`src/rtl/cpu_pkg.sv`:
```
// Shared phase encodings for the CPU phase sequencer and its helpers.
package cpu_pkg;

    typedef enum logic [3:0] {
        FETCH    = 4'h0,
        DECODE   = 4'h1,
        EXEC     = 4'h2,
        MEM      = 4'h3,
        WB       = 4'h4,
        HALTED   = 4'h5,
        MC_WAIT  = 4'h6,
        FAULT    = 4'h7,
        JFETCH   = 4'h9,
        RST_WAIT = 4'hF
    } phase_e;

    // Phases that may hold on an external event and therefore count stall cycles.
    function automatic logic is_stall_phase(input phase_e p);
        return (p == FETCH) || (p == JFETCH) || (p == MEM) || (p == MC_WAIT);
    endfunction

endpackage

```
`src/rtl/prio_onehot.sv`:
```
// Lowest-index-wins one-hot select: isolates the least significant set bit.
module prio_onehot #(
    parameter int N_UNITS = 2
) (
    input  logic [N_UNITS-1:0] req,
    output logic [N_UNITS-1:0] grant
);

    // Two's complement trick: req & -req keeps only the lowest set bit.
    assign grant = req & (~req + N_UNITS'(1));

endmodule

```
`src/rtl/cpu_phase_sequencer.sv`:
```
// Multicycle CPU phase sequencer: settle after reset, fetch/decode/exec/mem/wb,
// multicycle-unit handshake, stall counting with timeout fault.
module cpu_phase_sequencer
    import cpu_pkg::*;
#(
    parameter int N_UNITS      = 2,
    parameter int RESET_CYCLES = 2,
    parameter int CNT_W        = 8,
    parameter int TIMEOUT      = 255
) (
    input  logic               clk,
    input  logic               reset,
    input  logic               wait_request,
    input  logic               jump,
    input  logic               halt,
    input  logic [N_UNITS-1:0] mc_req,
    input  logic [N_UNITS-1:0] mc_done,
    output logic [3:0]         state,
    output logic               active,
    output logic [N_UNITS-1:0] mc_start,
    output logic               fault,
    output logic [CNT_W-1:0]   stall_cnt,
    output logic               instr_retired
);

    localparam int              SW          = (RESET_CYCLES > 1) ? $clog2(RESET_CYCLES) : 1;
    localparam logic [SW-1:0]   SETTLE_LAST = SW'(RESET_CYCLES - 1);
    localparam logic [CNT_W-1:0] CNT_MAX    = '1;
    localparam logic [CNT_W-1:0] TIMEOUT_V  = CNT_W'(TIMEOUT);

    phase_e              cur;
    phase_e              nxt;
    logic [SW-1:0]       settle_cnt;
    logic [N_UNITS-1:0]  unit_sel;
    logic [N_UNITS-1:0]  unit_latched;
    logic [CNT_W-1:0]    cnt;
    logic                timed_out;

    prio_onehot #(.N_UNITS(N_UNITS)) u_prio (
        .req   (mc_req),
        .grant (unit_sel)
    );

    // Only meaningful in a cycle that would otherwise hold the current stall phase.
    assign timed_out = (TIMEOUT != 0) && (cnt == TIMEOUT_V);

    always_comb begin
        nxt = cur;
        case (cur)
            RST_WAIT: if (settle_cnt == SETTLE_LAST) nxt = FETCH;
            FETCH: begin
                if (!wait_request) nxt = jump ? JFETCH : DECODE;
                else if (timed_out) nxt = FAULT;
            end
            JFETCH: begin
                if (!wait_request) nxt = EXEC;
                else if (timed_out) nxt = FAULT;
            end
            DECODE:  nxt = (mc_req != '0) ? MC_WAIT : EXEC;
            MC_WAIT: begin
                if ((mc_done & unit_latched) != '0) nxt = EXEC;
                else if (timed_out) nxt = FAULT;
            end
            EXEC: nxt = MEM;
            MEM: begin
                if (!wait_request) nxt = WB;
                else if (timed_out) nxt = FAULT;
            end
            WB:      nxt = halt ? HALTED : FETCH;
            HALTED:  nxt = HALTED;
            FAULT:   nxt = FAULT;
            default: nxt = FAULT;
        endcase
    end

    always_ff @(posedge clk) begin
        if (reset) begin
            cur          <= RST_WAIT;
            settle_cnt   <= '0;
            unit_latched <= '0;
            cnt          <= '0;
        end else begin
            cur <= nxt;
            if (cur == RST_WAIT) settle_cnt <= settle_cnt + SW'(1);
            if (cur == DECODE) unit_latched <= unit_sel;
            if (nxt != cur) cnt <= '0;
            else if (is_stall_phase(cur) && (cnt != CNT_MAX)) cnt <= cnt + CNT_W'(1);
        end
    end

    // The stall counter is cleared on entry, so zero in MC_WAIT marks its first cycle.
    assign mc_start      = ((cur == MC_WAIT) && (cnt == '0)) ? unit_latched : '0;
    assign state         = cur;
    assign active        = (cur != HALTED) && (cur != FAULT);
    assign fault         = (cur == FAULT);
    assign instr_retired = (cur == WB);
    assign stall_cnt     = cnt;

endmodule

```
`config.mk`:
```
export PLATFORM = sky130hd
export DESIGN_NAME = cpu_phase_sequencer
export DESIGN_NICKNAME = d
export VERILOG_FILES = /design/src/rtl/cpu_pkg.sv /design/src/rtl/prio_onehot.sv /design/src/rtl/cpu_phase_sequencer.sv
export SDC_FILE = /design/constraint.sdc
export NUM_CORES = 1
export LEC_CHECK = 0
export ABC_AREA = 1
export CAP_MARGIN = 20
export CORE_UTILIZATION = 45
export CTS_CLUSTER_SIZE = 30
export DETAILED_ROUTE_END_ITERATION = 10
export PLACE_DENSITY = 0.73
export SLEW_MARGIN = 20
export SYNTH_ARGS = -nofsm -noshare
export SYNTH_HDL_FRONTEND = slang
export SYNTH_SLANG_ARGS = --single-unit
```
`constraint.sdc`:
```
create_clock -name clk -period 3.7 [get_ports clk]
set_input_delay 0.555 -clock clk [delete_from_list [all_inputs] [get_ports clk]]
set_output_delay 0.555 -clock clk [all_outputs]
set_load 0.02 [all_outputs]
```
==> results of run 1 <==
[cell type report]
class / count / share of cell area, %
clock buffers: 4 / 1.834
well taps: 28 / 2.445
inverters: 28 / 7.424
flip-flops and latches: 15 / 20.96
repair buffers: 25 / 17.47
multi-input cells: 141 / 49.87
[placed cells by master, fill, tap and decap left out]
cell and instances:
a211oi_1 1, nor3_2 1, nand4_1 4, nor2_4 2
clkbuf_1 1, clkbuf_4 3, xor2_1 6, o21bai_1 1
inv_1 24, a21oi_1 3, clkdlybuf4s50_1 25, mux2_2 2
nor4_1 1, clkinv_2 1, nand3b_1 3, xnor2_1 1
ha_1 2, nand3_1 15, nor2_1 31, nor2_2 6
nor3_1 1, nand2_1 54, dfxtp_1 15, nand2_2 5
nand3_2 1, nand2_4 1, inv_2 3
[cell families (layout without fill, tap and decap cells)]
kind of cell	after synthesis	count (layout)	synth area share [%]
multiplexers	2	2	1.989
AND/OR/NAND/NOR	125	125	50.83
XOR/XNOR	7	7	5.414
adder cells (fa/ha/maj)	2	2	2.210
buffers and inverters	29	57	10.39
flip-flops	15	15	26.52
AO/OA/AOI/OAI	5	5	2.652
[power by group through the flow]
stage	registers (uW)	logic, uW	clock network, uW
2_1_floorplan	226	350	0
3_3_place_gp	218	472	0
3_5_place_dp	222	478	0
4_1_cts	218	481	101
5_1_grt	224	531	108
6_report	219	481	98.0
[per-layer routing]
layer | global-route usage [%] | up-vias
li1 | - | 629
met1 | 26.86 | 539
met2 | 41.88 | 39
met3 | 3.801 | 8
met4 | 12.72 | 0
met5 | 0 | -
[Yosys cell counts]
cell type   n  area share (%)
nor3_2      1            0.88
a21oi_1     3             1.3
nand4_1     4             2.2
a211oi_1    1            0.66
nor2_4      2             2.0
o21bai_1    1            0.66
nand3b_1    3             2.0
nor2_1     31              10
nand3_1    15             6.6
nand2_1    54              18
ha_1        2             2.2
mux2_2      2             2.0
xor2_1      6             4.6
nand2_4     1            0.99
nor3_1      1            0.44
xnor2_1     1            0.77
inv_2       3            0.99
nand2_2     5             2.8
dfxtp_1    15              27
clkinv_2    1            0.44
nand3_2     1            0.88
buf_6       1            0.99
nor4_1      1            0.55
nor2_2      6             3.3
inv_1      24             8.0
[state kept, by name, indices dropped and copies added, names as in the netlist]
name / flops
state: 4
stall_cnt: 8
unit_latched: 2
settle_cnt: 1
[stage by stage]
| step | utilization, % | area, um2 | cells | hold WS, ns |
|---|---|---|---|---|
| after floorplan | - | 1132 | 185 | 0.4328 |
| after global placement | 61.22 | 1406 | 237 | 0.4471 |
| after detailed placement | 61.22 | 1406 | 237 | 0.4592 |
| after CTS | 62.36 | 1433 | 241 | 0.4743 |
| final | 62.36 | 1433 | 241 | 0.4706 |
| after global routing | 62.36 | 1433 | 241 | 0.5084 |
[worst max-delay path, cell delays in order (launching register included)]
cell	delay, ns
dfxtp_1	0.48
nand2_1	0.16
nor2_2	0.26
nand4_1	0.15
nor2_1	0.12
clkdlybuf4s50_1	0.62
[final timing paths]
path / startpoint / end / slack [ns]
worst min-delay path: settle_cnt$_SDFFE_PP0P_ / settle_cnt$_SDFFE_PP0P_ / 0.47
worst min register to register: settle_cnt$_SDFFE_PP0P_ / settle_cnt$_SDFFE_PP0P_ / 0.47
worst max-delay path: state[2]$_SDFF_PP1_ / mc_start[1] / 1.06
worst max register to register: stall_cnt[0]$_SDFFE_PP0P_ / stall_cnt[6]$_SDFFE_PP0P_ / 1.83
==> flow_metrics.tcl, run 1 <==
set metrics [dict create \
    die_boundary_height_um 52.16 \
    power.share.combinational_pct 60.3 \
    via_count_of_the_first_global_routing_pass 1150 \
    setup_ws_ns 1.058 \
    num-fill-cells 229 \
    met2_length_um 1319 \
    cts-buffers-inserted 3 \
    tritoncts_clock_tree "yes" \
    syn_area_per_cell_um2 6.121 \
    route.vias.total 1215 \
    rr_worst_depth 13 \
    clockBufferDepth 2 \
    synth.yosys.seq_area_share_pct 26.52 \
    wl_um 2787 \
    cts_resized 0 \
    post_route_cells_drive_above_1_share_pct 11.74 \
    antenna_violating_nets_post_route 0 \
    hold_depth 2 \
    dieWidth_um 52.16 \
    cts_num_sinks 15 \
    power.share.switching_pct 49.62 \
    p_leak_uw 0.0006249 \
    coreArea_um2 2297 \
    cellPowerDensity_nw_per_um2 556.5 \
    io-pin-count 26 \
    totalNegativeSetupSlack_ns 0 \
    netlist_instances 185 \
    multi_input_area_um2 714.4 \
    routed.top_layer "met4" \
    portBuffers 25 \
    grt_overflow_total 0 \
    share_seq_of_total_power_pct 27.4 \
    wl_met3_um 105 \
    place_worst_setup_slack_ns 1.414 \
    nNetsFinal 225 \
    synth.net_count 196 \
    worstSkewPairLatency_ns 0.29 \
    design_power_total_uw 797.3 \
    finalMaxSlewViolations 0 \
    syn_to_final_growth_pct 26.52 \
    period_minus_slack_ns 2.642 \
    power.share.clock_pct 12.3 \
    fin_worst_skew_ns 0.006195 \
    yosysWarnings 0 \
    post-dp-hpwl_um 2204 \
    mappedNetlistArea_um2 1132 \
    groute.usage.overall_pct 23.69 \
    endpoint_kind "primary output" \
    synth.lib_cells_used.distinct 25 \
    hold_path.class "flop to flop" \
    drt_iter0_drc 34 \
    routed_wire_length_per_instance_um 11.56 \
    antenna_diode_count 0 \
    grt_antenna_before_repair 0 \
    post_cts_buffers 0 \
    clockRootBuffer "clkbuf_4" \
    drt_first_pass_iters 4 \
    worst_pin_slew_ns 0.3199 \
    weighted_congestion_at_the_end_of_routability_driven_global_placement 0.9716 \
    cap_viol_max_count 0 \
    timing.slew.headroom_pct 78.48 \
    worstSetupStartpointType "flop" \
    fin_crit_sh_pct 71.40 \
    clock_tree.htree_level_count 1 \
    required_ns 3.14 \
    rsz_0062_raised_after_global_routing "false" \
    viasPerCell 5.041 \
    register_area_um2 300.3 \
    worst_ep_arrival_time_ns 2.09 \
    timing.critical_path.fanout_max 7 \
    placementRows 17 \
    p_sw_uw 395.6 \
    vdd_ir_drop_max_mv 0.4124 \
    grt_start_max_net_pins 10 \
    outcome "completed" \
    drt_drc_violations_left 0 \
    timing.fmax_ghz 0.3785 \
    hold_violations 0 \
    synth_seq_cells 15 \
    clock_transition_at_the_registers_of_the_reported_paths_ns 0.10 \
    cts.hold.buffers_added 0 \
    global_route_wire_length_before_repair_um 4692 \
    initial_utilization_pct 49.29 \
    report.final.setup_viol 0 \
    path_class "flop to primary output" \
    floorplan.die_area_um2 2721 \
    cellInternalPower_uw 401.7 \
    wirelength_met1_um 1285 \
]
Power figures use the tool's default switching activity.
==> run 2: changes to the inputs <==
==> constraint.sdc (replaced) <==
create_clock -name clk -period 2.77 [get_ports clk]
set_input_delay 0.4155 -clock clk [delete_from_list [all_inputs] [get_ports clk]]
set_output_delay 0.4155 -clock clk [all_outputs]
set_load 0.02 [all_outputs]
==> results of run 2 <==
The final DEF is identical to that of run 1. Status: completed.
Among the figures that moved: setup slack after placement 1.414 ns -> 0.6239 ns; setup slack after layout 1.058 ns -> 0.2678 ns; register-to-register setup slack 1.83 ns -> 0.90 ns; total power 797.3 uW -> 1065 uW; worst IR drop on VDD 0.4124 mV -> 0.5508 mV
==> run 3: changes to the inputs <==
--- a/config.mk
+++ b/config.mk
@@ -5,12 +5,13 @@
 export SDC_FILE = /design/constraint.sdc
 export NUM_CORES = 1
 export LEC_CHECK = 0
-export ABC_AREA = 1
 export CAP_MARGIN = 20
-export CORE_UTILIZATION = 45
+export CELL_PAD_IN_SITES_DETAIL_PLACEMENT = 1
+export CELL_PAD_IN_SITES_GLOBAL_PLACEMENT = 2
+export CORE_UTILIZATION = 30
 export CTS_CLUSTER_SIZE = 30
 export DETAILED_ROUTE_END_ITERATION = 10
-export PLACE_DENSITY = 0.73
+export PLACE_DENSITY_LB_ADDON = 0.1
 export SLEW_MARGIN = 20
 export SYNTH_ARGS = -nofsm -noshare
 export SYNTH_HDL_FRONTEND = slang
==> constraint.sdc (replaced) <==
create_clock -name clk -period 2.85 [get_ports clk]
set_input_delay 0.4275 -clock clk [delete_from_list [all_inputs] [get_ports clk]]
set_output_delay 0.4275 -clock clk [all_outputs]
set_load 0.02 [all_outputs]
==> run 3 against run 2 <==
Effect of this change:
- register-to-register slack lost 0.40 ns
- largest power group unchanged
- critical endpoint is now mc_start[0]
- die area rose by 67%
- largest cell class unchanged
- sequential power grew 23%
- critical path type unchanged
==> flow_metrics.tcl, run 3 <==
set metrics [dict create \
    grt_antenna_before_repair 0 \
    portBuffers 25 \
    nNetsFinal 189 \
    critical-path-slowest-cell "dfxtp_1" \
    whs_endpoint "unit_latched[1]$_SDFFE_PP0P_" \
    min-delay-start "unit_latched[1]$_SDFFE_PP0P_" \
    wl_um 3600 \
    p_sw_uw 722.2 \
    outcome "completed" \
    antenna_diode_count 0 \
    drt_first_pass_iters 3 \
    floorplan.die_area_um2 4549 \
    synth.net_count 164 \
    synth.yosys.seq_area_share_pct 23.37 \
    drt_iter0_drc 43 \
    cap_viol_max_count 0 \
    most_common_cell_after_layout_fill_and_taps_aside "clkdlybuf4s50_1" \
    hold_path.class "flop to flop" \
    report.final.setup_viol 0 \
    timing.slew.headroom_pct 56.09 \
    cts-buffers-inserted 3 \
    cellPowerDensity_nw_per_um2 903.3 \
    initial_utilization_pct 31.67 \
    worst_path_dominant_cell_family "flip-flops" \
    cell_types_with_the_largest_area_share_after_synthesis "dfxtp_1, nor3_2, nor2_1" \
    antenna_violating_nets_post_route 0 \
    grt_overflow_total 0 \
    clock_transition_at_the_registers_of_the_reported_paths_ns 0.06 \
    post_route_cells_drive_above_1_share_pct 19.77 \
    mappedNetlistArea_um2 1285 \
    syn_to_final_growth_pct 23.95 \
    biggest_area_consumer_among_synthesized_cells "dfxtp_1" \
    r2r_end "stall_cnt[6]$_SDFFE_PP0P_" \
    grt_start_max_net_pins 21 \
    placementRows 23 \
    syn_area_per_cell_um2 8.399 \
    weighted_congestion_at_the_end_of_routability_driven_global_placement 0.8105 \
    rr_worst_depth 6 \
    timing.fmax_ghz 0.3950 \
    number_of_placed_instances_with_taps_included 223 \
    synth.lib_cells_used.distinct 50 \
    post_cts_buffers 0 \
    timing.critical_path.fanout_max 11 \
    fin_crit_sh_pct 88.82 \
    fin_worst_skew_ns 0.004082 \
    path_class "flop to primary output" \
    routed_wire_length_per_instance_um 15.86 \
    regToRegSetupSlack_ns 0.50 \
    final_util_pct 39.25 \
    coreArea_um2 4058 \
    finalMaxSlewViolations 0 \
    worst_ep_arrival_time_ns 2.10 \
    p_leak_uw 0.0005316 \
    async_reset_ff_share_pct 0 \
    place_worst_setup_slack_ns 0.3148 \
    multi_input_area_um2 889.6 \
    tritoncts_clock_tree "yes" \
    required_ns 2.42 \
    timing.hold.ws_ns 0.4971 \
    worstSetupStartpointType "flop" \
    yosysWarnings 0 \
    cellInternalPower_uw 716.6 \
    rsz_0062_raised_after_global_routing "false" \
    cts.hold.buffers_added 0 \
    synth-main-ff-cell "dfxtp_1" \
    power.share.combinational_pct 63.0 \
    post-dp-hpwl_um 2862 \
    io-pin-count 26 \
    clockRootBuffer "clkbuf_8" \
    register_area_um2 300.3 \
    vdd_ir_drop_max_mv 0.3361 \
    hold_violations 0 \
    netlist_instances 153 \
    synth.most_common_cell "nor2_1" \
    cts_resized 0 \
    worstSkewPairLatency_ns 0.25 \
    worst_pin_slew_ns 0.6578 \
    dieWidth_um 67.45 \
    period_minus_slack_ns 2.531 \
    global_route_wire_length_before_repair_um 5913 \
    power.share.switching_pct 50.20 \
    layoutNonFillerInstCount 227 \
    combined_buffer_and_inverter_count_along_the_critical_path 1 \
    drt_drc_violations_left 0 \
    max_stage_delay_ns 0.63 \
    yosysTopAreaCellShare_pct 23.37 \
    largest_register_ffs 8 \
    power.share.clock_pct 12.1 \
    clock_tree.htree_level_count 1 \
    endpoint_kind "primary output" \
    totalNegativeSetupSlack_ns 0 \
    cts_num_sinks 15 \
    edff_count_synth 0 \
    groute.usage.overall_pct 17.68 \
    hold_depth 2 \
    setup_ws_ns 0.3185 \
    die_boundary_height_um 67.45 \
    most-common-layout-cells "clkdlybuf4s50_1, nor2_1, dfxtp_1" \
    via_count_of_the_first_global_routing_pass 1240 \
    viasPerCell 5.189 \
    num-fill-cells 502 \
    critical_path.cell_chain "and4bb_1, nand3_1, nor2_1, clkdlybuf4s50_1" \
    route.vias.total 1178 \
    r2r-start "state[2]$_SDFF_PP1_" \
    share_seq_of_total_power_pct 24.9 \
    synth_seq_cells 15 \
    yosys-top-cells-count "nor2_1, dfxtp_1, nor3_2" \
    clockBufferDepth 2 \
]
-- run 3: logic make-up after synthesis --
logic type               share of synthesized area [%]
flip-flops                                       23.37
XOR/XNOR                                         6.816
adder cells (fa/ha/maj)                          1.947
AND/OR/NAND/NOR                                  40.80
AO/OA/AOI/OAI                                    17.33
multiplexers                                     2.337
buffers and inverters                            7.399
-- run 3: area by class of cell --
| class | count | area share, % |
|---|---|---|
| Multi-Input combinational cell | 124 | 55.85 |
| Sequential cell | 15 | 18.85 |
| Tap cell | 50 | 3.928 |
| Clock buffer | 4 | 2.828 |
| Timing Repair Buffer | 28 | 17.12 |
| Inverter | 6 | 1.414 |
-- run 3: worst max-delay path by stage --
stage,startpoint,endpoint,depth (start not counted)
global route,state[2]$_SDFF_PP1_,mc_start[0],4
floorplan,state[2]$_SDFF_PP1_,stall_cnt[0]$_SDFFE_PP0P_,6
detailed placement,mc_done[0],stall_cnt[0]$_SDFFE_PP0P_,7
CTS,state[2]$_SDFF_PP1_,mc_start[0],4
global placement,mc_done[0],stall_cnt[4]$_SDFFE_PP0P_,7
finish,state[2]$_SDFF_PP1_,mc_start[0],4
-- run 3: tightest hold or removal path: cells and delay by family, from the launching register on --
kind,cells,cell delay [ns]
flip-flops,1,0.32
AO/OA/AOI/OAI,2,0.13
-- run 3: through the flow --
step,instance area (um2),total power [uW]
floorplan,1285,1049
global placement,1548,1266
detailed placement,1548,1272
CTS,1593,1451
global route,1593,1551
finish,1593,1439
-- run 3: routing by layer --
metal	vias to the layer above	track usage, %	part of all wire, %
li1	597	-	-
met4	0	4.255	0.47
met3	2	3.885	3.6
met1	561	22.37	49
met5	-	0	0
met2	18	30.13	47
-- run 3: power by group through the flow --
stage               Clock (uW)  Sequential, uW  Combinational [uW]
CTS                        180             358                 913
global placement             0             363                 903
global route               194             371                 986
detailed placement           0             363                 909
finish                     175             358                 906
floorplan                    0             322                 727
